**src/rtl/k580vt57_dma_if.sv**
```systemverilog
// Bundles the CPU register port, the DMA request/acknowledge pairs, the bus hold
// handshake and the memory/I-O strobe bus of the k580vt57 DMA controller.
// Latency: wires only. Backpressure: none; hlda gates the DMA side of the bus.
// master: the DMA controller. slave: the system side (CPU, peripherals, memory).
interface k580vt57_dma_if;
  logic [3:0]  iaddr;    // CPU register select
  logic [7:0]  idata;    // CPU write data
  logic [7:0]  odata;    // CPU read data
  logic        iwe_n;    // CPU write strobe, acts on its rising edge
  logic        ird_n;    // CPU read strobe, side effects on its rising edge
  logic [3:0]  drq;      // per-channel request, level sensitive
  logic [3:0]  dack;     // per-channel acknowledge, one-hot
  logic        hrq;      // hold request to CPU
  logic        hlda;     // hold acknowledge from CPU
  logic [15:0] oaddr;    // DMA memory address
  logic        omemr_n;
  logic        omemw_n;
  logic        oior_n;
  logic        oiow_n;
  logic        tc;       // terminal count, valid with strobes
  logic        mark;     // 128-byte mark, valid with strobes

  modport master (
    input  iaddr, idata, iwe_n, ird_n, drq, hlda,
    output odata, dack, hrq, oaddr, omemr_n, omemw_n, oior_n, oiow_n, tc, mark
  );

  modport slave (
    output iaddr, idata, iwe_n, ird_n, drq, hlda,
    input  odata, dack, hrq, oaddr, omemr_n, omemw_n, oior_n, oiow_n, tc, mark
  );
endinterface

```
**src/rtl/k580vt57_dma.sv**
```systemverilog
// 4-channel 8257-style DMA controller: per-channel address/count, fixed or rotating priority, autoload ch3->ch2.
// Latency: hrq one clk after a request; each transfer is S1..S4, 4 clk, 1 byte per 4 clk in burst.
// Backpressure: waits in S0 for hlda; a dropped hlda or request ends the burst after the current cycle.
// Ports: clk, rst_n (async active-low); bus (master modport) carries the CPU register port,
// drq/dack, hrq/hlda and the address/strobe/tc/mark outputs.
module k580vt57_dma (
  input  logic            clk,
  input  logic            rst_n,
  k580vt57_dma_if.master  bus
);

  typedef enum logic [2:0] {
    ST_IDLE = 3'd0,
    ST_S0   = 3'd1,
    ST_S1   = 3'd2,
    ST_S2   = 3'd3,
    ST_S3   = 3'd4,
    ST_S4   = 3'd5
  } state_t;

  state_t           state_q, state_d;
  logic [3:0][15:0] addr_q, addr_d;
  logic [3:0][15:0] cnt_q, cnt_d;
  logic [7:0]       mode_q, mode_d;
  logic [3:0]       tcf_q, tcf_d;
  logic             upd_q, upd_d;
  logic             ff_q, ff_d;
  logic [1:0]       ch_q, ch_d;
  logic [1:0]       prio_q, prio_d;
  logic             iwe_q, ird_q;

  logic             wr_stb, rd_stb;
  logic [3:0]       req;
  logic [3:0]       req_next;
  logic [1:0]       wsel;
  logic             last;
  logic [15:0]      rd_reg;
  logic             rd_lo, wr_lo;
  logic [1:0]       typ;

  // Strobes are sampled in clk; the action happens on the low-to-high transition.
  assign wr_stb = bus.iwe_n & ~iwe_q;
  assign rd_stb = bus.ird_n & ~ird_q;
  assign req    = bus.drq & mode_q[3:0];

  // First requesting channel scanning upward (mod 4) from base.
  function automatic logic [1:0] pick(input logic [3:0] r, input logic [1:0] base);
    logic [1:0] res;
    logic [1:0] cand;
    logic       found;
    res   = base;
    found = 1'b0;
    for (int i = 3; i >= 0; i--) begin
      cand = base + 2'(i);
      if (r[cand]) begin
        res   = cand;
        found = 1'b1;
      end
    end
    if (!found) res = base;
    return res;
  endfunction

  // CPU read mux
  always_comb begin
    bus.odata = 8'h00;
    rd_reg    = 16'h0000;
    if (!bus.iaddr[3]) begin
      rd_reg    = bus.iaddr[0] ? cnt_q[bus.iaddr[2:1]] : addr_q[bus.iaddr[2:1]];
      bus.odata = ff_q ? rd_reg[15:8] : rd_reg[7:0];
    end else if (bus.iaddr == 4'h8) begin
      bus.odata = {3'b000, upd_q, tcf_q};
    end
  end

  // Next state: CPU register accesses first, then the S4 bookkeeping so that
  // the channel update overrides a same-clk CPU write to that channel.
  always_comb begin
    state_d  = state_q;
    addr_d   = addr_q;
    cnt_d    = cnt_q;
    mode_d   = mode_q;
    tcf_d    = tcf_q;
    upd_d    = upd_q;
    ff_d     = ff_q;
    ch_d     = ch_q;
    prio_d   = prio_q;
    wsel     = bus.iaddr[2:1];
    last     = 1'b0;
    req_next = 4'h0;

    if (wr_stb) begin
      if (!bus.iaddr[3]) begin
        if (bus.iaddr[0]) begin
          if (ff_q) cnt_d[wsel][15:8] = bus.idata;
          else      cnt_d[wsel][7:0]  = bus.idata;
        end else begin
          if (ff_q) addr_d[wsel][15:8] = bus.idata;
          else      addr_d[wsel][7:0]  = bus.idata;
        end
        // Autoload mode mirrors channel-2 programming into channel 3.
        if (mode_q[7] && wsel == 2'd2) begin
          if (bus.iaddr[0]) begin
            if (ff_q) cnt_d[3][15:8] = bus.idata;
            else      cnt_d[3][7:0]  = bus.idata;
          end else begin
            if (ff_q) addr_d[3][15:8] = bus.idata;
            else      addr_d[3][7:0]  = bus.idata;
          end
        end
        ff_d = ~ff_q;
      end else if (bus.iaddr == 4'h8) begin
        mode_d = bus.idata;
        ff_d   = 1'b0;
      end
    end

    if (rd_stb) begin
      if (!bus.iaddr[3])            ff_d  = ~ff_q;
      else if (bus.iaddr == 4'h8)   tcf_d = 4'h0;
    end

    unique case (state_q)
      ST_IDLE: if (|req) state_d = ST_S0;
      ST_S0: begin
        if (!(|req)) begin
          state_d = ST_IDLE;
        end else if (bus.hlda) begin
          ch_d    = pick(req, mode_q[4] ? prio_q : 2'd0);
          state_d = ST_S1;
        end
      end
      ST_S1: state_d = ST_S2;
      ST_S2: state_d = ST_S3;
      ST_S3: state_d = ST_S4;
      ST_S4: begin
        last           = (cnt_q[ch_q][13:0] == 14'd0);
        addr_d[ch_q]   = addr_q[ch_q] + 16'd1;
        cnt_d[ch_q]    = {cnt_q[ch_q][15:14], cnt_q[ch_q][13:0] - 14'd1};
        if (mode_q[4]) prio_d = ch_q + 2'd1;
        if (ch_q == 2'd2) upd_d = 1'b0;
        if (last) begin
          tcf_d[ch_q] = 1'b1;
          if (mode_q[6]) mode_d[ch_q] = 1'b0;
          if (ch_q == 2'd2 && mode_q[7]) begin
            addr_d[2] = addr_q[3];
            cnt_d[2]  = cnt_q[3];
            upd_d     = 1'b1;
          end
        end
        // Re-arbitrate against the post-cycle enables so a TC-stopped channel is not served again.
        req_next = bus.drq & mode_d[3:0];
        if ((|req_next) && bus.hlda) begin
          ch_d    = pick(req_next, mode_q[4] ? (ch_q + 2'd1) : 2'd0);
          state_d = ST_S1;
        end else begin
          state_d = ST_IDLE;
        end
      end
      default: state_d = ST_IDLE;
    endcase
  end

  always_ff @(posedge clk or negedge rst_n) begin
    if (!rst_n) begin
      state_q <= ST_IDLE;
      addr_q  <= '0;
      cnt_q   <= '0;
      mode_q  <= 8'h00;
      tcf_q   <= 4'h0;
      upd_q   <= 1'b0;
      ff_q    <= 1'b0;
      ch_q    <= 2'd0;
      prio_q  <= 2'd0;
      iwe_q   <= 1'b1;
      ird_q   <= 1'b1;
    end else begin
      state_q <= state_d;
      addr_q  <= addr_d;
      cnt_q   <= cnt_d;
      mode_q  <= mode_d;
      tcf_q   <= tcf_d;
      upd_q   <= upd_d;
      ff_q    <= ff_d;
      ch_q    <= ch_d;
      prio_q  <= prio_d;
      iwe_q   <= bus.iwe_n;
      ird_q   <= bus.ird_n;
    end
  end

  // Bus outputs decode straight from the registered state, so reset releases them at once.
  always_comb begin
    bus.hrq   = (state_q != ST_IDLE);
    bus.dack  = 4'h0;
    bus.oaddr = 16'h0000;
    bus.tc    = 1'b0;
    bus.mark  = 1'b0;
    rd_lo     = 1'b0;
    wr_lo     = 1'b0;
    typ       = cnt_q[ch_q][15:14];

    if (state_q == ST_S1 || state_q == ST_S2 || state_q == ST_S3 || state_q == ST_S4)
      bus.oaddr = addr_q[ch_q];
    if (state_q == ST_S1 || state_q == ST_S2 || state_q == ST_S3)
      bus.dack[ch_q] = 1'b1;
    if (state_q == ST_S2 || state_q == ST_S3) begin
      rd_lo     = 1'b1;
      wr_lo     = (state_q == ST_S3) || mode_q[5];
      bus.tc    = (cnt_q[ch_q][13:0] == 14'd0);
      bus.mark  = (cnt_q[ch_q][6:0] == 7'd0) && (cnt_q[ch_q][13:0] != 14'd0);
    end

    // Type 01: I/O -> memory; type 10: memory -> I/O; 00/11 verify, no strobes.
    bus.oior_n  = ~(rd_lo && typ == 2'b01);
    bus.omemw_n = ~(wr_lo && typ == 2'b01);
    bus.omemr_n = ~(rd_lo && typ == 2'b10);
    bus.oiow_n  = ~(wr_lo && typ == 2'b10);
  end

endmodule
```
**src/flat_wrapper.sv**
```systemverilog
// flat-port wrapper written by rule: the top's interface ports become plain ports
module k580vt57_dma_flat 
  (clk, rst_n, bus_iaddr, bus_idata, bus_iwe_n, bus_ird_n, bus_drq, bus_hlda, bus_odata, bus_dack, bus_hrq, bus_oaddr, bus_omemr_n, bus_omemw_n, bus_oior_n, bus_oiow_n, bus_tc, bus_mark);
  k580vt57_dma_if bus_i ();
  input  logic clk;
  input  logic rst_n;
  input wire logic [$bits(bus_i.iaddr)-1:0] bus_iaddr;
  input wire logic [$bits(bus_i.idata)-1:0] bus_idata;
  input wire logic [$bits(bus_i.iwe_n)-1:0] bus_iwe_n;
  input wire logic [$bits(bus_i.ird_n)-1:0] bus_ird_n;
  input wire logic [$bits(bus_i.drq)-1:0] bus_drq;
  input wire logic [$bits(bus_i.hlda)-1:0] bus_hlda;
  output wire logic [$bits(bus_i.odata)-1:0] bus_odata;
  output wire logic [$bits(bus_i.dack)-1:0] bus_dack;
  output wire logic [$bits(bus_i.hrq)-1:0] bus_hrq;
  output wire logic [$bits(bus_i.oaddr)-1:0] bus_oaddr;
  output wire logic [$bits(bus_i.omemr_n)-1:0] bus_omemr_n;
  output wire logic [$bits(bus_i.omemw_n)-1:0] bus_omemw_n;
  output wire logic [$bits(bus_i.oior_n)-1:0] bus_oior_n;
  output wire logic [$bits(bus_i.oiow_n)-1:0] bus_oiow_n;
  output wire logic [$bits(bus_i.tc)-1:0] bus_tc;
  output wire logic [$bits(bus_i.mark)-1:0] bus_mark;
  assign bus_i.iaddr = bus_iaddr;
  assign bus_i.idata = bus_idata;
  assign bus_i.iwe_n = bus_iwe_n;
  assign bus_i.ird_n = bus_ird_n;
  assign bus_i.drq = bus_drq;
  assign bus_i.hlda = bus_hlda;
  assign bus_odata = bus_i.odata;
  assign bus_dack = bus_i.dack;
  assign bus_hrq = bus_i.hrq;
  assign bus_oaddr = bus_i.oaddr;
  assign bus_omemr_n = bus_i.omemr_n;
  assign bus_omemw_n = bus_i.omemw_n;
  assign bus_oior_n = bus_i.oior_n;
  assign bus_oiow_n = bus_i.oiow_n;
  assign bus_tc = bus_i.tc;
  assign bus_mark = bus_i.mark;
  k580vt57_dma u_core (.clk(clk), .rst_n(rst_n), .bus(bus_i));
endmodule
```
**config.mk**
```make
export PLATFORM = sky130hd
export DESIGN_NAME = k580vt57_dma_flat
export DESIGN_NICKNAME = d
export VERILOG_FILES = /design/src/rtl/k580vt57_dma_if.sv /design/src/rtl/k580vt57_dma.sv /design/src/flat_wrapper.sv
export SDC_FILE = /design/constraint.sdc
export NUM_CORES = 1
export LEC_CHECK = 0
export CORE_ASPECT_RATIO = 2
export CORE_MARGIN = 5
export CORE_UTILIZATION = 60
export CTS_BUF_LIST = sky130_fd_sc_hd__clkbuf_4 sky130_fd_sc_hd__clkbuf_8
export DETAILED_ROUTE_END_ITERATION = 8
export PLACE_DENSITY_LB_ADDON = 0.12
export SLEW_MARGIN = 25
export SYNTH_ARGS = -nofsm -noshare
export SYNTH_HDL_FRONTEND = slang
export SYNTH_SLANG_ARGS = --single-unit
```
**constraint.sdc**
```tcl
create_clock -name clk -period 12.3 [get_ports clk]
set_input_delay 1.845 -clock clk [delete_from_list [all_inputs] [get_ports clk]]
set_output_delay 1.845 -clock clk [all_outputs]
set_load 0.02 [all_outputs]
```
==> results of run 1 <==
==> worst register-to-register path, cell delays in order, from the launching register on <==
cell	delay, ns
dfrtp_2	0.78
buf_4	0.55
mux4_1	0.74
or4_1	0.64
or2_1	0.36
nor3_1	0.26
nand3_2	0.77
nand2_1	1.12
o22ai_1	0.23
a22oi_1	0.25
==> metal layers <==
| layer | vias up | track usage [%] | wire (um) |
|---|---|---|---|
| li1 | 3784 | - | - |
| met1 | 4193 | 37.8 | 10600 |
| met2 | 542 | 56.9 | 17100 |
| met3 | 180 | 6.79 | 2580 |
| met4 | 0 | 23.1 | 2690 |
| met5 | - | 0 | 0 |
==> flip-flops by register name, summed over array words and instances (netlist names), named ones only <==
name	count
u_core.tcf_q	4
u_core.addr_q	64
u_core.iwe_q	1
u_core.ch_q	2
u_core.cnt_q	64
u_core.ff_q	1
u_core.state_q	3
u_core.mode_q	8
u_core.ird_q	1
u_core.prio_q	2
==> cell usage in the layout (no fill, tap or decap), drive strengths merged, types with 3 or more instances in the layout <==
master	instances
a21oi	54
mux2i	78
clkinv	3
nor4b	4
o211ai	3
clkdlybuf4s50	52
inv	17
nor4	6
clkinvlp	3
bufinv	3
nand4	4
nor2	72
nand2	139
a22oi	24
clkbuf	22
xnor2	15
a21boi	5
nor3b	4
nor2b	15
nand2b	5
a211oi	3
o22a	4
o21ai	93
a32oi	8
xor2	14
ha	7
nor3	10
and3	5
mux2	57
buf	18
dfrtp	149
and2	21
mux4	72
o22ai	18
nand3	9
==> worst min path at each step <==
stage | from | endpoint | slack (ns) | depth (start not counted)
floorplan | register | register | 0.45 | 2
global placement | u_core.tcf_q[0]$_DFF_PN0_ | u_core.tcf_q[0]$_DFF_PN0_ | 0.47 | 2
detailed placement | u_core.tcf_q[0]$_DFF_PN0_ | u_core.tcf_q[0]$_DFF_PN0_ | 0.47 | 2
CTS | u_core.tcf_q[0]$_DFF_PN0_ | u_core.tcf_q[0]$_DFF_PN0_ | 0.49 | 2
global route | register | register | 0.52 | 2
finish | u_core.tcf_q[0]$_DFF_PN0_ | u_core.tcf_q[0]$_DFF_PN0_ | 0.49 | 2
==> power breakdown <==
part | total, mW | internal, mW | switching [mW]
clock network | 0.402 | 0.213 | 0.190
logic | 1.46 | 0.666 | 0.797
registers | 0.905 | 0.696 | 0.208
==> layout make-up <==
class                           instances  area, um2  area share [%]
Multi-Input combinational cell        777       6190            54.5
Timing Repair Buffer                   71        664            5.85
Clock inverter                          9        128            1.12
Clock buffer                           21        277            2.43
Sequential cell                       151       3780            33.3
Inverter                               17       63.8           0.561
Tap cell                              207        259            2.28
==> stage by stage <==
step,area (um2),cells
2_1_floorplan,10300,1019
3_3_place_gp,10900,1223
3_5_place_dp,10900,1223
4_1_cts,11400,1253
5_1_grt,11400,1253
6_report,11400,1253
==> cell families after synthesis <==
group | share of synthesized area, %
xor+xnor | 2.47
buf+inv | 3.42
fa+ha+maj | 0.851
mux | 29.6
flops | 36.8
compound gates | 13.3
simple gates | 13.5
==> summary.txt, run 1 <==
Detailed routing
  – Initial drt markers: ~830
  – Total wire length: 33000 um
  – DRT Pass-1 Iters: 5
  – Final ANT Viol Nets: 0
  – Detailed-route DRC error count: 0
  – Vias per Instance: 6.94
  – Via count: approximately 8700
  – Post-DR wirelength/cell: around 26 um

STA
  – Clock skew: 0.0181 ns
  – Max Freq: about 0.16 GHz
  – Min cycle time layout: 6.39 ns
  – Slew @ Worst Pin: 1.06 ns
  – Hold slack final: 0.485 ns
  – Final hold violations: 0
  – Fin Setup TNS: 0 ns
  – Final Max Tran Viols: 0
  – Tcrit/Tclk final: roughly half
  – Relative slew slack: 29.3%
  – Final WS setup: 5.91 ns
  – RSZ-0062 raised after global routing: no
  – Final setup violation count: 0

Floorplanning
  – Core area: approximately 0.017 mm2
  – Die Y: 195 um
  – I/O Pins: 56
  – Chip Width: ~100 um
  – Starting density of the core: 61.1%
  – DIE AREA: 0.0200 mm2
  – Row Count: 67

Place
  – GPL Wtd Cong: 0.926
  – Hpwl dp: between 20000 and 25000 um
  – Port buffer count: 55
  – Dpl ws: 5.75 ns

Finish
  – Nets: 1063
  – Util after Layout: 67.5%
  – Layout cell share with drive strength beyond 1: 18.2%
  – Diode count: 0
  – Area Growth Syn to Fin: 10.5%
  – Layout fillers: 1385

Global routing
  – GRT overflow: 0
  – First-pass GRT wire length: 50800 um
  – Tot GR Track Use: 34.0%
  – Initial antenna violation count: 0
  – Largest net degree at the start of global routing: 103
  – Vias in the first global route: 8936

Power and ir drop
  – Overall power: 2.77 mW
  – Worst VDD drop: around 0.18 mV
  – Leak pwr: about 4.6 nW
  – Power per cell area: 244 mW/mm2

Synth
  – Leading area contributor after synthesis: dfrtp_1
  – Yosys top cell area share: 36.2%
  – Post-synthesis cell area: 0.0103 mm2
  – Synth unique cells: 62
  – Cells after Synth: a little over 1000
  – Count leader, synth: dfrtp_1
  – Async S/R FF share, synth: 100%
  – Number of synthesized flops with an enable pin: 0
  – Ranking of synthesized cells by area: dfrtp_1 (36%), mux4_2 (16%), mux2i_1 (7.6%), mux2_2 (6.2%), nand2_1 (5.1%)
  – Synth cell count leaders: dfrtp_1 (149), nand2_1 (139), o21ai_0 (91), mux2i_1 (78), nor2_1 (72)
  – Seq/Total Area, Yosys: between 30% and 40%
  – Post-synth top flop: dfrtp_1
  – Register bit total from synthesis: 151
  – Syn_nets: 1047
  – Syn avg cell area: 10.1 um2
  – Synthesis Warnings: 0

Clock network
  – Clock Pin Slew Worst Setup and Hold Paths: ~0.080 ns
  – CTS tree: done
  – Hold Buf Count CTS: 0
  – H-tree depth: 4
  – Sink Count: ~150
  – Post-CTS Setup Bufs: 0
  – Clk buf depth: 2
  – Clk Latency, worst-skew pair: 0.46 ns
  – Post-cts repair resize count: 0
  – CTS root buffer: clkbuf_8
  – Num CTS Buffers: 17

Min path
  – Worst Hold Class: reg -> reg

Run
  – MaxCap Viol Count: 0

Worst setup path
  – Worst R2R End: u_core.addr_q[33]$_DFF_PN0_
  – Cells on worst reg2reg path: 9
  – Crit path DAT: 4.54 ns
  – R2r setup slk: 6.51 ns
  – WP buf/inv: 2
  – Setup crit start kind: register
  – CP required: ~10 ns
  – Cells along the critical path: buf_4 > mux4_1 > or4_1 > or2_1 > nor4_1 > clkdlybuf4s50_1
  – Crit Path Max Fanout: 24
  – Crit Path Category: reg -> out
  – Crit-path slowest cell: dfrtp_2
  – Critical Path Source: u_core.ch_q[0]$_DFFE_PN0P_
  – Cell family with most CP delay: simple AND/OR/NAND/NOR gates
  – Levels on crit path: 6
  – Kind of end point of the critical path: output port
  – Crit Reg-Reg Startpoint: u_core.ch_q[0]$_DFFE_PN0P_
  – Slowest cell delay on critical path: between 0.7 and 0.8 ns
  – Worst setup path end: bus_tc

Status
  – Run status: finished, final reports clean
No activity file was read; power rests on OpenSTA's default activity.
==> run 2: changes to the inputs <==
--- a/config.mk
+++ b/config.mk
@@ -7,7 +7,7 @@
 export LEC_CHECK = 0
 export CORE_ASPECT_RATIO = 2
 export CORE_MARGIN = 5
-export CORE_UTILIZATION = 60
+export CORE_UTILIZATION = 57
 export CTS_BUF_LIST = sky130_fd_sc_hd__clkbuf_4 sky130_fd_sc_hd__clkbuf_8
 export DETAILED_ROUTE_END_ITERATION = 8
 export PLACE_DENSITY_LB_ADDON = 0.12
==> constraint.sdc (replaced) <==
create_clock -name clk -period 5.48 [get_ports clk]
set_input_delay 0.822 -clock clk [delete_from_list [all_inputs] [get_ports clk]]
set_output_delay 0.822 -clock clk [all_outputs]
set_load 0.02 [all_outputs]
==> run 2 against run 1 <==
  * Core utilization fell by 3.2 points
  * Clock power rose by 130%
  * Routed wire length rose by 3.3%
  * Sequential power rose by 130%
  * First-iteration DRC count rose by 0.60%
  * Critical path depth did not move
  * Combinational power rose by 120%
  * Die area rose by 4.9%
  * Via count rose by 0.49%
  * Global-route usage fell by 0.79 points
  * Clock skew fell by 0.0035 ns
==> summary.txt, run 2 (synthesis results as in run 1) <==
Detailed routing
  – DRT Pass-1 Iters: 8 (+3)
  – Post-DR wirelength/cell: 26.9 um (+2.0%)
  – Detailed-route DRC error count: 0 (unchanged)
  – Via count: 8742 (+0.49%)
  – Initial drt markers: 839 (+0.60%)
  – Vias per Instance: 6.89 (-0.77%)
  – Total wire length: 34100 um (+3.3%)
  – Final ANT Viol Nets: 0 (unchanged)

Worst setup path
  – Cells on worst reg2reg path: 10 (+1)
  – R2r setup slk: 1.22 ns (-5.29 ns)
  – Crit Path Max Fanout: 13 (-46%)
  – Worst R2R End: u_core.ch_q[1]$_DFFE_PN0P_
  – Crit Path Category: reg -> out
  – Setup crit start kind: register
  – Crit path DAT: 3.98 ns (-0.56 ns)
  – Crit Reg-Reg Startpoint: u_core.ch_q[1]$_DFFE_PN0P_
  – CP required: 4.66 ns (-5.79 ns)
  – Kind of end point of the critical path: output port

Finish
  – Layout cell share with drive strength beyond 1: 18.8% (+0.68 points)
  – Diode count: 0 (unchanged)
  – Most frequent cells in the layout: dfrtp_1 (148), nand2_1 (136), o21ai_0 (91)
  – Layout fillers: 1495 (+7.9%)
  – Nets: 1071 (+0.75%)
  – Final Non-Filler Cells: 1269 (+1.3%)
  – Area Growth Syn to Fin: 11.2%
  – Commonest non-fill, non-tap cell in the layout: dfrtp_1
  – Top flop regs: u_core.addr_q: 64 flops, u_core.cnt_q: 64 flops, u_core.mode_q: 8 flops

Clock network
  – Clock Pin Slew Worst Setup and Hold Paths: 0.09 ns (about the same)
  – CTS root buffer: clkbuf_8
  – Hold Buf Count CTS: 0 (unchanged)
  – Clk Latency, worst-skew pair: 0.48 ns (+0.02 ns)
  – Clk buf depth: 2 (unchanged)
  – Sink Count: 151 (unchanged)
  – Post-cts repair resize count: 0 (unchanged)
  – CTS tree: done
  – Num CTS Buffers: 17 (unchanged)
  – H-tree depth: 4 (unchanged)
  – Post-CTS Setup Bufs: 0 (unchanged)

Floorplanning
  – Row Count: 69 (+3.0%)
  – I/O Pins: 56 (unchanged)
  – Starting density of the core: 57.8% (-3.2 points)
  – Die Y: 200 um (+2.5%)
  – DIE AREA: 0.0210 mm2 (+4.9%)
  – Chip Width: 105 um (+2.3%)
  – Core area: 0.0178 mm2 (+5.5%)

STA
  – Final setup violation count: 0 (unchanged)
  – Fin Setup TNS: 0 ns (unchanged)
  – Max Freq: 0.208 GHz
  – Final Max Tran Viols: 0 (unchanged)
  – Final hold violations: 0 (unchanged)
  – Hold slack final: 0.289 ns (-0.197 ns)
  – Slew @ Worst Pin: 0.991 ns (-0.0699 ns)
  – Clock skew: 0.0146 ns (-0.00347 ns)
  – Min cycle time layout: 4.81 ns
  – RSZ-0062 raised after global routing: no
  – Relative slew slack: 33.9% (+4.7 points)
  – Tcrit/Tclk final: 87.7%

Min path
  – Worst Hold Class: in -> async

Place
  – GPL Wtd Cong: 0.940 (+1.5%)
  – Port buffer count: 55 (unchanged)
  – Placed cells: 1237 (+1.1%)
  – Hpwl dp: 24000 um (+7.2%)

Global routing
  – Tot GR Track Use: 33.2% (-0.79 points)
  – Vias in the first global route: 8820 (-1.3%)
  – Initial antenna violation count: 0 (unchanged)
  – GRT overflow: 0 (unchanged)
  – First-pass GRT wire length: 52700 um (+3.9%)
  – Largest net degree at the start of global routing: 55 (-47%)

Power and ir drop
  – Power per cell area: 548 mW/mm2 (+120%)
  – Leak pwr: 4.59 nW (+0.85%)
  – NetSw: 2.74 mW (+130%)
  – Clock network fraction of design power: 14.5% (about the same)
  – Switching portion of total power: 43.8% (+0.62 points)
  – Gate power share: 52.3% (-0.5 points)
  – Sequential fraction of design power: 33.3% (+0.6 points)
  – Cell Int Power: 3.52 mW (+120%)
  – Worst VDD drop: 0.408 mV (+130%)

Status
  – Run status: finished, final reports clean

Run
  – MaxCap Viol Count: 0 (unchanged)
[run 2: cell types whose count changed in the layout (fill, tap and decap cells not counted), sizes merged]
| cell | previous run | this run |
|---|---|---|
| bufinv | 3 | 2 |
| clkinv | 3 | 4 |
| buf | 18 | 27 |
| inv | 17 | 18 |
[run 2: layer usage]
layer	vias to the layer above	track usage, %	share of wire (%)
met3	169	5.99	7.2
met1	4269	37.3	34
met2	495	56.9	51
met5	-	0	0
li1	3809	-	-
met4	0	23.1	8.1
[run 2: per-stage QoR]
step / setup slack [ns] / power [mW] / util (%) / cell area, um2
floorplan: 1.15 / 4.17 / - / 10300
global placement: 1.19 / 5.26 / 61.9 / 11000
detailed placement: 1.17 / 5.31 / 62.0 / 11000
CTS: 0.767 / 6.23 / 64.3 / 11400
global route: 0.474 / 6.61 / 64.3 / 11400
finish: 0.673 / 6.27 / 64.3 / 11400
[run 2: how the worst max path moves through the flow]
| stage | from | end | slack [ns] |
|---|---|---|---|
| final | u_core.ch_q[1]$_DFFE_PN0P_ | bus_tc | 0.67 |
| after global routing | u_core.ch_q[0]$_DFFE_PN0P_ | bus_tc | 0.47 |
| after CTS | u_core.ch_q[1]$_DFFE_PN0P_ | bus_tc | 0.77 |
| after detailed placement | bus_iaddr[1] | bus_odata[7] | 1.17 |
| after global placement | bus_iaddr[1] | bus_odata[7] | 1.19 |
| after floorplan | u_core.ch_q[0]$_DFFE_PN0P_ | u_core.ch_q[1]$_DFFE_PN0P_ | 1.15 |
[run 2: final cells by class]
class	count	area (um2)	area share, %
well taps	213	267	2.33
flip-flops and latches	151	3780	33.1
clock buffers	22	290	2.54
multi-input cells	777	6180	54.0
inverters	17	63.8	0.558
clock inverters	10	119	1.04
repair buffers	79	734	6.42
[run 2: power groups by stage]
stage	clock [mW]	sequential [mW]	combinational, mW
finish	0.906	2.09	3.27
global route	0.960	2.12	3.53
CTS	0.914	2.05	3.26
detailed placement	0	2.08	3.24
floorplan	0	1.82	2.36
global placement	0	2.06	3.19
[run 2: critical path: stages (launching register included)]
cell and delay [ns]:
dfrtp_1 0.86, buf_4 0.34, mux4_2 0.37, nor4_1 0.61, nand2_1 0.28, nor4_1 0.37
clkdlybuf4s50_1 0.67
